`src/rtl/fp_mult_pkg.sv`:
```
// Shared types, constants and the behavioural reference multiply for fp_mult_top.
// Combinational only; the function is evaluated inside the top's single register stage.
package fp_mult_pkg;

    typedef enum logic [2:0] {
        IEEE_near = 3'd0,
        IEEE_zero = 3'd1,
        IEEE_pinf = 3'd2,
        IEEE_ninf = 3'd3,
        near_up   = 3'd4,
        away_zero = 3'd5
    } round_values;

    localparam int ST_ZERO    = 0;
    localparam int ST_INF     = 1;
    localparam int ST_NAN     = 2;
    localparam int ST_TINY    = 3;
    localparam int ST_HUGE    = 4;
    localparam int ST_INEXACT = 5;

    localparam int          BIAS    = 127;
    localparam logic [31:0] QNAN    = 32'h7FC00000;
    localparam logic [30:0] MAXNORM = 31'h7F7FFFFF;
    localparam logic [30:0] MINNORM = 31'h00800000;

    function automatic logic [31:0] fp_mult_func(
        input logic [31:0] a,
        input logic [31:0] b,
        input round_values round
    );
        logic              sign;
        logic              a_zero, b_zero, a_inf, b_inf, a_nan, b_nan;
        logic              g, s, inc, ovf_max, unf_min;
        logic [47:0]       prod;
        logic [45:0]       norm;
        logic [23:0]       mant;
        logic signed [9:0] ex;
        logic [31:0]       res;

        sign   = a[31] ^ b[31];
        a_zero = (a[30:23] == 8'd0);
        b_zero = (b[30:23] == 8'd0);
        a_inf  = (a[30:23] == 8'hFF) && (a[22:0] == 23'd0);
        b_inf  = (b[30:23] == 8'hFF) && (b[22:0] == 23'd0);
        a_nan  = (a[30:23] == 8'hFF) && (a[22:0] != 23'd0);
        b_nan  = (b[30:23] == 8'hFF) && (b[22:0] != 23'd0);

        prod = {24'd0, 1'b1, a[22:0]} * {24'd0, 1'b1, b[22:0]};
        ex   = $signed({2'b00, a[30:23]}) + $signed({2'b00, b[30:23]}) - $signed(10'(BIAS));
        if (prod[47]) begin
            norm = prod[46:1];
            ex   = ex + 10'sd1;
        end else begin
            norm = prod[45:0];
        end

        g = norm[22];
        s = |norm[21:0];
        case (round)
            IEEE_near: inc = g & (s | norm[23]);
            IEEE_zero: inc = 1'b0;
            IEEE_pinf: inc = ~sign & (g | s);
            IEEE_ninf: inc = sign & (g | s);
            near_up:   inc = g & (s | ~sign);
            away_zero: inc = g | s;
            default:   inc = 1'b0;
        endcase

        // On carry-out the low 23 bits are already zero, only the exponent moves.
        mant = {1'b0, norm[45:23]} + {23'd0, inc};
        if (mant[23])
            ex = ex + 10'sd1;

        ovf_max = (round == IEEE_zero) || ((round == IEEE_pinf) && sign) ||
                  ((round == IEEE_ninf) && !sign);
        unf_min = (round == away_zero) || ((round == IEEE_pinf) && !sign) ||
                  ((round == IEEE_ninf) && sign);

        if (a_nan || b_nan || (a_inf && b_zero) || (b_inf && a_zero))
            res = QNAN;
        else if (a_inf || b_inf)
            res = {sign, 8'hFF, 23'd0};
        else if (a_zero || b_zero)
            res = {sign, 31'd0};
        else if (ex > 10'sd254)
            res = ovf_max ? {sign, MAXNORM} : {sign, 8'hFF, 23'd0};
        else if (ex < 10'sd1)
            res = unf_min ? {sign, MINNORM} : {sign, 31'd0};
        else
            res = {sign, ex[7:0], mant[22:0]};
        return res;
    endfunction

endpackage

```
`src/rtl/fp_round.sv`:
```
// Mantissa rounding increment for a compile-time rounding mode.
// Purely combinational; no flow control.
module fp_round
    import fp_mult_pkg::*;
#(
    parameter round_values round = IEEE_near
) (
    input  logic [22:0] i_mant,
    input  logic        i_sign,
    input  logic        i_guard,
    input  logic        i_sticky,
    output logic [22:0] o_mant,
    output logic        o_carry
);

    logic w_inexact;
    logic w_inc;

    assign w_inexact = i_guard | i_sticky;

    always_comb begin
        w_inc = 1'b0;
        case (round)
            IEEE_near: w_inc = i_guard & (i_sticky | i_mant[0]);
            IEEE_zero: w_inc = 1'b0;
            IEEE_pinf: w_inc = ~i_sign & w_inexact;
            IEEE_ninf: w_inc = i_sign & w_inexact;
            near_up:   w_inc = i_guard & (i_sticky | ~i_sign);
            away_zero: w_inc = w_inexact;
            default:   w_inc = 1'b0;
        endcase
    end

    assign {o_carry, o_mant} = {1'b0, i_mant} + {23'd0, w_inc};

endmodule

```
`src/rtl/fp_mult_top.sv`:
```
// IEEE-754 single multiply with structural datapath plus a behavioural twin for self-check.
// Operands registered on edge N, all outputs on edge N+1; one result per cycle, no backpressure.
module fp_mult_top
    import fp_mult_pkg::*;
#(
    parameter round_values round = IEEE_near
) (
    input  logic        clk,
    input  logic        rst,
    input  logic [31:0] a,
    input  logic [31:0] b,
    output logic [31:0] z,
    output logic [7:0]  status,
    output logic [31:0] z_function_out,
    output logic        sticky,
    output logic        guard
);

    logic [31:0] r_a, r_b;
    logic [31:0] r_z, r_zf;
    logic [7:0]  r_status;
    logic        r_guard, r_sticky;

    always_ff @(posedge clk or negedge rst) begin
        if (!rst) begin
            r_a <= '0;
            r_b <= '0;
        end else begin
            r_a <= a;
            r_b <= b;
        end
    end

    logic w_sign;
    logic w_a_zero, w_b_zero, w_a_inf, w_b_inf, w_a_nan, w_b_nan;
    logic w_nan_case, w_inf_case, w_zero_case;

    assign w_sign   = r_a[31] ^ r_b[31];
    assign w_a_zero = (r_a[30:23] == 8'd0);
    assign w_b_zero = (r_b[30:23] == 8'd0);
    assign w_a_inf  = (r_a[30:23] == 8'hFF) && (r_a[22:0] == 23'd0);
    assign w_b_inf  = (r_b[30:23] == 8'hFF) && (r_b[22:0] == 23'd0);
    assign w_a_nan  = (r_a[30:23] == 8'hFF) && (r_a[22:0] != 23'd0);
    assign w_b_nan  = (r_b[30:23] == 8'hFF) && (r_b[22:0] != 23'd0);

    assign w_nan_case  = w_a_nan || w_b_nan || (w_a_inf && w_b_zero) || (w_b_inf && w_a_zero);
    assign w_inf_case  = w_a_inf || w_b_inf;
    assign w_zero_case = w_a_zero || w_b_zero;

    logic [47:0]       w_prod;
    logic [45:0]       w_norm;
    logic signed [9:0] w_exp_raw, w_exp_norm, w_exp_fin;
    logic [22:0]       w_frac, w_frac_rnd;
    logic              w_guard, w_sticky, w_carry;

    assign w_prod     = {24'd0, 1'b1, r_a[22:0]} * {24'd0, 1'b1, r_b[22:0]};
    assign w_exp_raw  = $signed({2'b00, r_a[30:23]}) + $signed({2'b00, r_b[30:23]})
                      - $signed(10'(BIAS));
    // A product in [2,4) drops its LSB and bumps the exponent.
    assign w_norm     = w_prod[47] ? w_prod[46:1] : w_prod[45:0];
    assign w_exp_norm = w_exp_raw + (w_prod[47] ? 10'sd1 : 10'sd0);

    assign w_frac   = w_norm[45:23];
    assign w_guard  = w_norm[22];
    assign w_sticky = |w_norm[21:0];

    fp_round #(
        .round (round)
    ) u_round (
        .i_mant   (w_frac),
        .i_sign   (w_sign),
        .i_guard  (w_guard),
        .i_sticky (w_sticky),
        .o_mant   (w_frac_rnd),
        .o_carry  (w_carry)
    );

    assign w_exp_fin = w_exp_norm + (w_carry ? 10'sd1 : 10'sd0);

    logic w_ovf_max, w_unf_min;

    assign w_ovf_max = (round == IEEE_zero) || ((round == IEEE_pinf) && w_sign) ||
                       ((round == IEEE_ninf) && !w_sign);
    assign w_unf_min = (round == away_zero) || ((round == IEEE_pinf) && !w_sign) ||
                       ((round == IEEE_ninf) && w_sign);

    logic [31:0] w_z;
    logic [7:0]  w_status;
    logic        w_g_out, w_s_out;

    always_comb begin
        w_z      = {w_sign, w_exp_fin[7:0], w_frac_rnd};
        w_status = 8'd0;
        w_g_out  = w_guard;
        w_s_out  = w_sticky;
        w_status[ST_INEXACT] = w_guard | w_sticky;
        if (w_nan_case) begin
            w_z              = QNAN;
            w_status         = 8'd0;
            w_status[ST_NAN] = 1'b1;
            w_g_out          = 1'b0;
            w_s_out          = 1'b0;
        end else if (w_inf_case) begin
            w_z              = {w_sign, 8'hFF, 23'd0};
            w_status         = 8'd0;
            w_status[ST_INF] = 1'b1;
            w_g_out          = 1'b0;
            w_s_out          = 1'b0;
        end else if (w_zero_case) begin
            w_z               = {w_sign, 31'd0};
            w_status          = 8'd0;
            w_status[ST_ZERO] = 1'b1;
            w_g_out           = 1'b0;
            w_s_out           = 1'b0;
        end else if (w_exp_fin > 10'sd254) begin
            w_status[ST_HUGE]    = 1'b1;
            w_status[ST_INEXACT] = 1'b1;
            if (w_ovf_max) begin
                w_z = {w_sign, MAXNORM};
            end else begin
                w_z              = {w_sign, 8'hFF, 23'd0};
                w_status[ST_INF] = 1'b1;
            end
        end else if (w_exp_fin < 10'sd1) begin
            w_status[ST_TINY]    = 1'b1;
            w_status[ST_INEXACT] = 1'b1;
            if (w_unf_min) begin
                w_z = {w_sign, MINNORM};
            end else begin
                w_z               = {w_sign, 31'd0};
                w_status[ST_ZERO] = 1'b1;
            end
        end
    end

    always_ff @(posedge clk or negedge rst) begin
        if (!rst) begin
            r_z      <= '0;
            r_zf     <= '0;
            r_status <= '0;
            r_guard  <= 1'b0;
            r_sticky <= 1'b0;
        end else begin
            r_z      <= w_z;
            r_zf     <= fp_mult_func(r_a, r_b, round);
            r_status <= w_status;
            r_guard  <= w_g_out;
            r_sticky <= w_s_out;
        end
    end

    assign z              = r_z;
    assign z_function_out = r_zf;
    assign status         = r_status;
    assign guard          = r_guard;
    assign sticky         = r_sticky;

endmodule

```
`config.mk`:
```
export PLATFORM = sky130hd
export DESIGN_NAME = fp_mult_top
export DESIGN_NICKNAME = d
export VERILOG_FILES = /design/src/rtl/fp_mult_pkg.sv /design/src/rtl/fp_round.sv /design/src/rtl/fp_mult_top.sv
export SDC_FILE = /design/constraint.sdc
export NUM_CORES = 2
export LEC_CHECK = 0
export ABC_AREA = 1
export ABC_CLOCK_PERIOD_IN_PS = 8900
export CORE_UTILIZATION = 58
export CTS_BUF_LIST = sky130_fd_sc_hd__clkbuf_16
export DETAILED_ROUTE_END_ITERATION = 10
export PLACE_DENSITY = 0.8
export SLEW_MARGIN = 10
export SYNTH_ARGS = -nofsm -noshare
export SYNTH_HDL_FRONTEND = slang
export SYNTH_SLANG_ARGS = --single-unit
```
`constraint.sdc`:
```
create_clock -name clk -period 8.9 [get_ports clk]
set_clock_uncertainty 0.2 [all_clocks]
set_input_delay 1.78 -clock clk [delete_from_list [all_inputs] [get_ports clk]]
set_output_delay 1.78 -clock clk [all_outputs]
set_load 0.02 [all_outputs]
```
## Yosys cells after proc, flatten, opt, wreduce, memory -nomap -nowiden

Cells that the tools add are included.

- Register bits: 138
- Bits in latches: 0
- RAM bits: 0
- ROM bits: 0
- Input port bits: 66
- Output and inout bits: 74
- Word-level logic and storage cells: 73
- Memories kept: 0

- Add/subtract/negate cells: 7
- Multiply operators: 1
- Divide/modulo/power cells: 0
- Order comparisons: 4
- Eq/ne operators: 2
- Shifts and indexed selects: 0
- Multiplexer cells: 30
- Bitwise operators: 4
- Reductions and logical operators: 18

Operators with widths:

| cell | count |
|---|---|
| $mux 31 | 8 |
| $mux 32 | 2 |
| $mul 24x24->48 | 1 |
| $logic_not 23->1 | 2 |
| $mux 46 | 1 |
| $reduce_bool 23->1 | 2 |
| $add 23x1->24 | 1 |
| $reduce_or 22->1 | 1 |
| $add 10x2->10 | 2 |
| $add 10x2->10 const B | 2 |
| $gt 10x9->1 const B | 2 |
| $lt 10x2->1 const B | 2 |
| $mux 10 | 2 |
| $eq 8x8->1 const B | 2 |
| $logic_not 8->1 | 2 |
| $mux 1 | 13 |
| $mux 6 | 2 |
| $sub 9x7->10 const B | 1 |
| $add 8x8->9 | 1 |
| $logic_and 1x1->1 | 6 |
| $logic_or 1x1->1 | 5 |
| $mux 3 | 1 |
| $mux 2 | 1 |
| $or 1x1->1 | 2 |
| 2 further kinds | 2 |

## Longest topological paths before layout

- Depth in word-level cells: 14
- Mapped depth: 56
- Mapped depth without buffers: 52

## Modules after synthesis

From an unflattened synthesis, not the netlist that was laid out.

- Cells, all modules: 3930
- Area, all modules: 28738.8 um^2

By module, submodules not included:

| module | times used | cells an instance | area an instance (um^2) | sequential area each (um^2) |
|---|---|---|---|---|
| fp_mult_top | 1 | 3812 | 28054.4 | 3378.2 |
| fp_round | 1 | 118 | 684.4 | 0.0 |

## Worst setup path after synthesis

Ideal clock, no wire load.

- Path type: reg2reg
- From: register r_b[3]
- To: register r_z[0], in the netlist z[0]
- Library setup time: 0.131 ns
- Data arrival time: 8.917 ns
- Path slack: -0.348 ns
- Cell stages (with the launch flop): 53
- Cells stage by stage: dfrtp_1 > clkbuf_1 > clkbuf_1 > nand2_1 > fa_1 > inv_1 > fa_1 > inv_1 > fa_1 > inv_1 > fa_1 > inv_1 > fa_1 > inv_1 > fa_1 > inv_1 > fa_1 > inv_1 > [17 not listed] > nor2_8 > nand2_1 > fa_1 > inv_1 > ha_1 > nand2_1 > nor2_1 > inv_1 > xor2_1 > nor2_1 > nand3_1 > nor4_1 > a31oi_1 > nand2_1 > inv_1 > nand2_1 > clkbuf_1 > nor2_1

- Word-level cells in the longest chain between the ends: 14
- Elaborated cells on any way between the ends: 26

RTL lines:

| what | line | source |
|---|---|---|
| start, declared | fp_mult_top.sv:19 | `logic [31:0] r_a, r_b;` |
| start signal, assigned | fp_mult_top.sv:27 | `r_b <= '0;` |
| start signal, assigned | fp_mult_top.sv:30 | `r_b <= b;` |
| $mul 24x24->48 | fp_mult_top.sv:56 | `assign w_prod = {24'd0, 1'b1, r_a[22:0]} * {24'd0, 1'b1, r_b[22:0]};` |
| $mux 46 | fp_mult_top.sv:60 | `assign w_norm = w_prod[47] ? w_prod[46:1] : w_prod[45:0];` |
| $reduce_or 22->1 | fp_mult_top.sv:65 | `assign w_sticky = \|w_norm[21:0];` |
| $or 1x1->1 | fp_round.sv:24 | `IEEE_near: w_inc = i_guard & (i_sticky \| i_mant[0]);` |
| $and 1x1->1 | fp_round.sv:24 |  |
| $add 23x1->24 | fp_round.sv:34 | `assign {o_carry, o_mant} = {1'b0, i_mant} + {23'd0, w_inc};` |
| $mux 1 | fp_mult_top.sv:78 | `assign w_exp_fin = w_exp_norm + (w_carry ? 10'sd1 : 10'sd0);` |
| $add 10x2->10 | fp_mult_top.sv:78 |  |
| $lt 10x2->1 | fp_mult_top.sv:124 | `end else if (w_exp_fin < 10'sd1) begin` |
| $mux 31 | fp_mult_top.sv:124 |  |
| $mux 31 | fp_mult_top.sv:115 | `end else if (w_exp_fin > 10'sd254) begin` |
| $mux 31 | fp_mult_top.sv:109 | `end else if (w_zero_case) begin` |
| $mux 31 | fp_mult_top.sv:103 | `end else if (w_inf_case) begin` |
| $mux 32 (*) | fp_mult_top.sv:97 | `if (w_nan_case) begin` |
| via w_z[0] | fp_mult_top.sv:87 | `logic [31:0] w_z;` |
| end signal, assigned | fp_mult_top.sv:144 | `r_z <= w_z;` |
| end, declared | fp_mult_top.sv:20 | `logic [31:0] r_z, r_zf;` |

Mark *: on every way through the listed nets, which the timed path passes. The rest lies on a longest branch.

## Worst setup path after layout

- From: register r_a[20]
- To: register r_status[5], in the netlist status[5]

- Word-level cells in the longest chain between the ends: 14
- Elaborated cells on any way between the ends: 27

RTL lines:

| what | line | source |
|---|---|---|
| start, declared | fp_mult_top.sv:19 |  |
| start signal, assigned | fp_mult_top.sv:26 | `r_a <= '0;` |
| start signal, assigned | fp_mult_top.sv:29 | `r_a <= a;` |
| $mul 24x24->48 | fp_mult_top.sv:56 |  |
| $mux 46 | fp_mult_top.sv:60 |  |
| $reduce_or 22->1 | fp_mult_top.sv:65 |  |
| $or 1x1->1 | fp_round.sv:24 |  |
| $and 1x1->1 | fp_round.sv:24 |  |
| $add 23x1->24 | fp_round.sv:34 |  |
| $mux 1 | fp_mult_top.sv:78 |  |
| $add 10x2->10 | fp_mult_top.sv:78 |  |
| $lt 10x2->1 | fp_mult_top.sv:124 |  |
| $mux 1 | fp_mult_top.sv:124 |  |
| $mux 1 | fp_mult_top.sv:115 |  |
| $mux 3 | fp_mult_top.sv:109 |  |
| $mux 6 | fp_mult_top.sv:103 |  |
| $mux 6 (*) | fp_mult_top.sv:97 |  |
| via w_status[5] | fp_mult_top.sv:88 | `logic [7:0] w_status;` |
| end signal, assigned | fp_mult_top.sv:146 | `r_status <= w_status;` |
| end, declared | fp_mult_top.sv:21 | `logic [7:0] r_status;` |

Marks and branches as above.

==> out/metrics.cfg <==
[run_status]
status = finished with violations
violations = setup timing

[worst_setup_path]
slowest_stage = fa_1
path_max_fanout = 7
slowest_delay_ps = 590
critical_path_arrival_ps = 9600
crit_top_cell = fa_1
critPathKind = reg2reg
worstPathRequired_ps = 9120
reg2regPathDepth = 49
cp-end-kind = flip-flop
start_kind = flip-flop

[min_path]
hold_path_class = reg2reg
whs_path_depth = 2

[yosys]
netlist.area_leader.share_pct = 34.8
synthMostInstantiatedCell = nand2_1
synth_top_family_by_area = adder cells
synth_area_leaders = fa_1 (35%), nand2_1 (16%), inv_1 (15%), dfrtp_1 (12%), ha_1 (8.7%)
synthXorXnorAreaFrac_pct = 1.64
async_flop_share_pct = 100
synth_top_area_cell = fa_1
yosysWarnings = 0
synth_compound_area_share_pct = 1.81
synth_cells = 3777
synth_edf_count = 0
seq_area_frac_synth_pct = 12.1
synth_fa_ha_area_share_pct = 43.5
ys_ff_latch = 135
synthTopCellsByCount = nand2_1 (1166), inv_1 (1098), fa_1 (484)
syn_area_per_cell_sq_um = 7.37
synth.area.mux_share_pct = 0
yosysUniqueCellTypes = 50
synthSimpleGateAreaFrac_pct = 24.0
ys.flop_type = dfrtp_1
syn_area_sq_um = 27800

[global_route]
grtUsageTotal_pct = 35.7
grt_pass1_wl_mm = 136
first_global_vias = 26800
antenna_found_initial = 2
grt_overflow_total = 0
grt_max_degree = 72

[drt]
routed_wl_mm = 88.4
wl_per_cell_um = 18.1
via_per_inst = 5.32
ant_nets = 0
drtIter0Drc = 2777
firstDrtPassIters = 6
drc = 0
vias = 26100

[cts]
clock_path_buffers = 2
cts_tree = done
clock_latency_ps = 500
clock_sinks = 135
htreeDepth = 4
clk_pin_slew_worst_paths_ps = 80
hold_buffers = 0
cts-buffers-inserted = 17
ctsRootBufferMaster = clkbuf_16

[sta]
period_needed_ps = 9380
tightest_slew_ps = 1100
max_freq_ghz = 0.107
fin_tns_setup_ps = -15550
final_hold_viol_count = 0
setup_viol_count_final = 38
setup_slack_ps = -485
finalCritPeriodShare_pct = 105
rsz0062_at_grt = true
slew_viol_final = 0
relSlewSlack_pct = 26.4

[floorplanning]
start_util_pct = 59.3
fp.dieW_um = 221
io_pins = 140
num_rows = 79
die_y_um = 221
die_area_sq_um = 48900
placeableCoreArea_sq_um = 47000

[placement]
pre_cts_ws_ps = -681
hpwlAfterDp_mm = 66.2
port_buffers = 137
gp_congestion = 0.966

[finish]
multi_input_area_sq_um = 21100
areaGrowthSynthToFinish_pct = 27.8
fin_nets = 5017
drive_above_1_share_pct = 21.1
seqCellArea_sq_um = 3410
fillers = 2961

[job]
drv_cap = 0

## metrics by stage
stage	hold WS, ps	util [%]	area, sq um	cells
after floorplan	294	-	27900	3778
after global placement	315	69.2	32500	4763
after detailed placement	330	69.2	32500	4763
after CTS	349	72.6	34100	4857
after global routing	373	75.8	35600	4895
final	347	75.8	35600	4895
## cell families after synthesis
logic type	Yosys count
flops	135
xor+xnor	49
simple gates	1601
other cells	1
fa+ha+maj	677
compound gates	87
buf+inv	1227
## metal layers
layer,GRT usage [%],part of all wire (%)
met3,7.21,8.9
met2,60.2,49
met4,17.9,5.9
met1,43.6,37
met5,0,0.015
## path summary, 6_finish.rpt
check,slack [ps],end,start
max,-480,status[5],r_a[20]
min,350,z[31],r_a[31]
max reg2reg,-480,status[5],r_a[20]
min reg2reg,350,z[31],r_a[31]
max in group asynchronous,6020,r_b[24],rst
min in group asynchronous,1130,r_a[13],rst
## critical path, delay by kind of cell, from the launching register on
kind                     cells  cell delay [ps]
flip-flops                   1              480
buffers and inverters       15             1360
AO/OA/AOI/OAI                2              230
AND/OR/NAND/NOR             21             2540
adder cells (fa/ha/maj)     10             4270
XOR/XNOR                     1              200
## sequential cells by signal, summed over array words and instances, names as in the netlist
signal          flops
guard               1
r_a                32
r_b                32
status              6
sticky              1
z                  32
z_function_out     31
## timing repair
item | CTS | global route
pin swaps | 70 | 132
setup endpoints to repair | 56 | 66
cloned | 4 | 2
gates resized for setup | 118 | 317
buffers inserted | 59 | 41
## cell type report
cell class	instances	area share (%)
well taps	607	2.13
flip-flops and latches	135	9.58
inverters	1109	11.8
repair buffers	595	15.4
diodes	1	0.00703
clock buffers	17	1.20
multi-input cells	2416	59.4
clock inverters	15	0.573
## cell usage in the layout, fill, tap and decap left out, types with 16 or more instances in the layout
cell type / Yosys / final
xnor2_1: 16 / 16
fa_2: 0 / 31
nand2_4: 4 / 29
clkbuf_16: 0 / 19
nand2_2: 24 / 95
buf_6: 8 / 22
nor2_4: 12 / 37
buf_4: 3 / 392
inv_1: 1098 / 1061
buf_12: 1 / 36
dfrtp_2: 0 / 24
nand4_1: 21 / 21
clkdlybuf4s50_1: 0 / 136
dfrtp_1: 135 / 111
ha_1: 193 / 169
nor2_1: 181 / 119
xor2_1: 31 / 25
ha_4: 0 / 24
inv_2: 10 / 43
nand2_1: 1166 / 1068
a21oi_1: 35 / 23
nand3_1: 114 / 107
nor2_2: 22 / 59
fa_1: 484 / 453
Power is left out: the tool's default activity adds up to more than one toggle a clock period on the data nets, which glitch-free logic cannot reach.
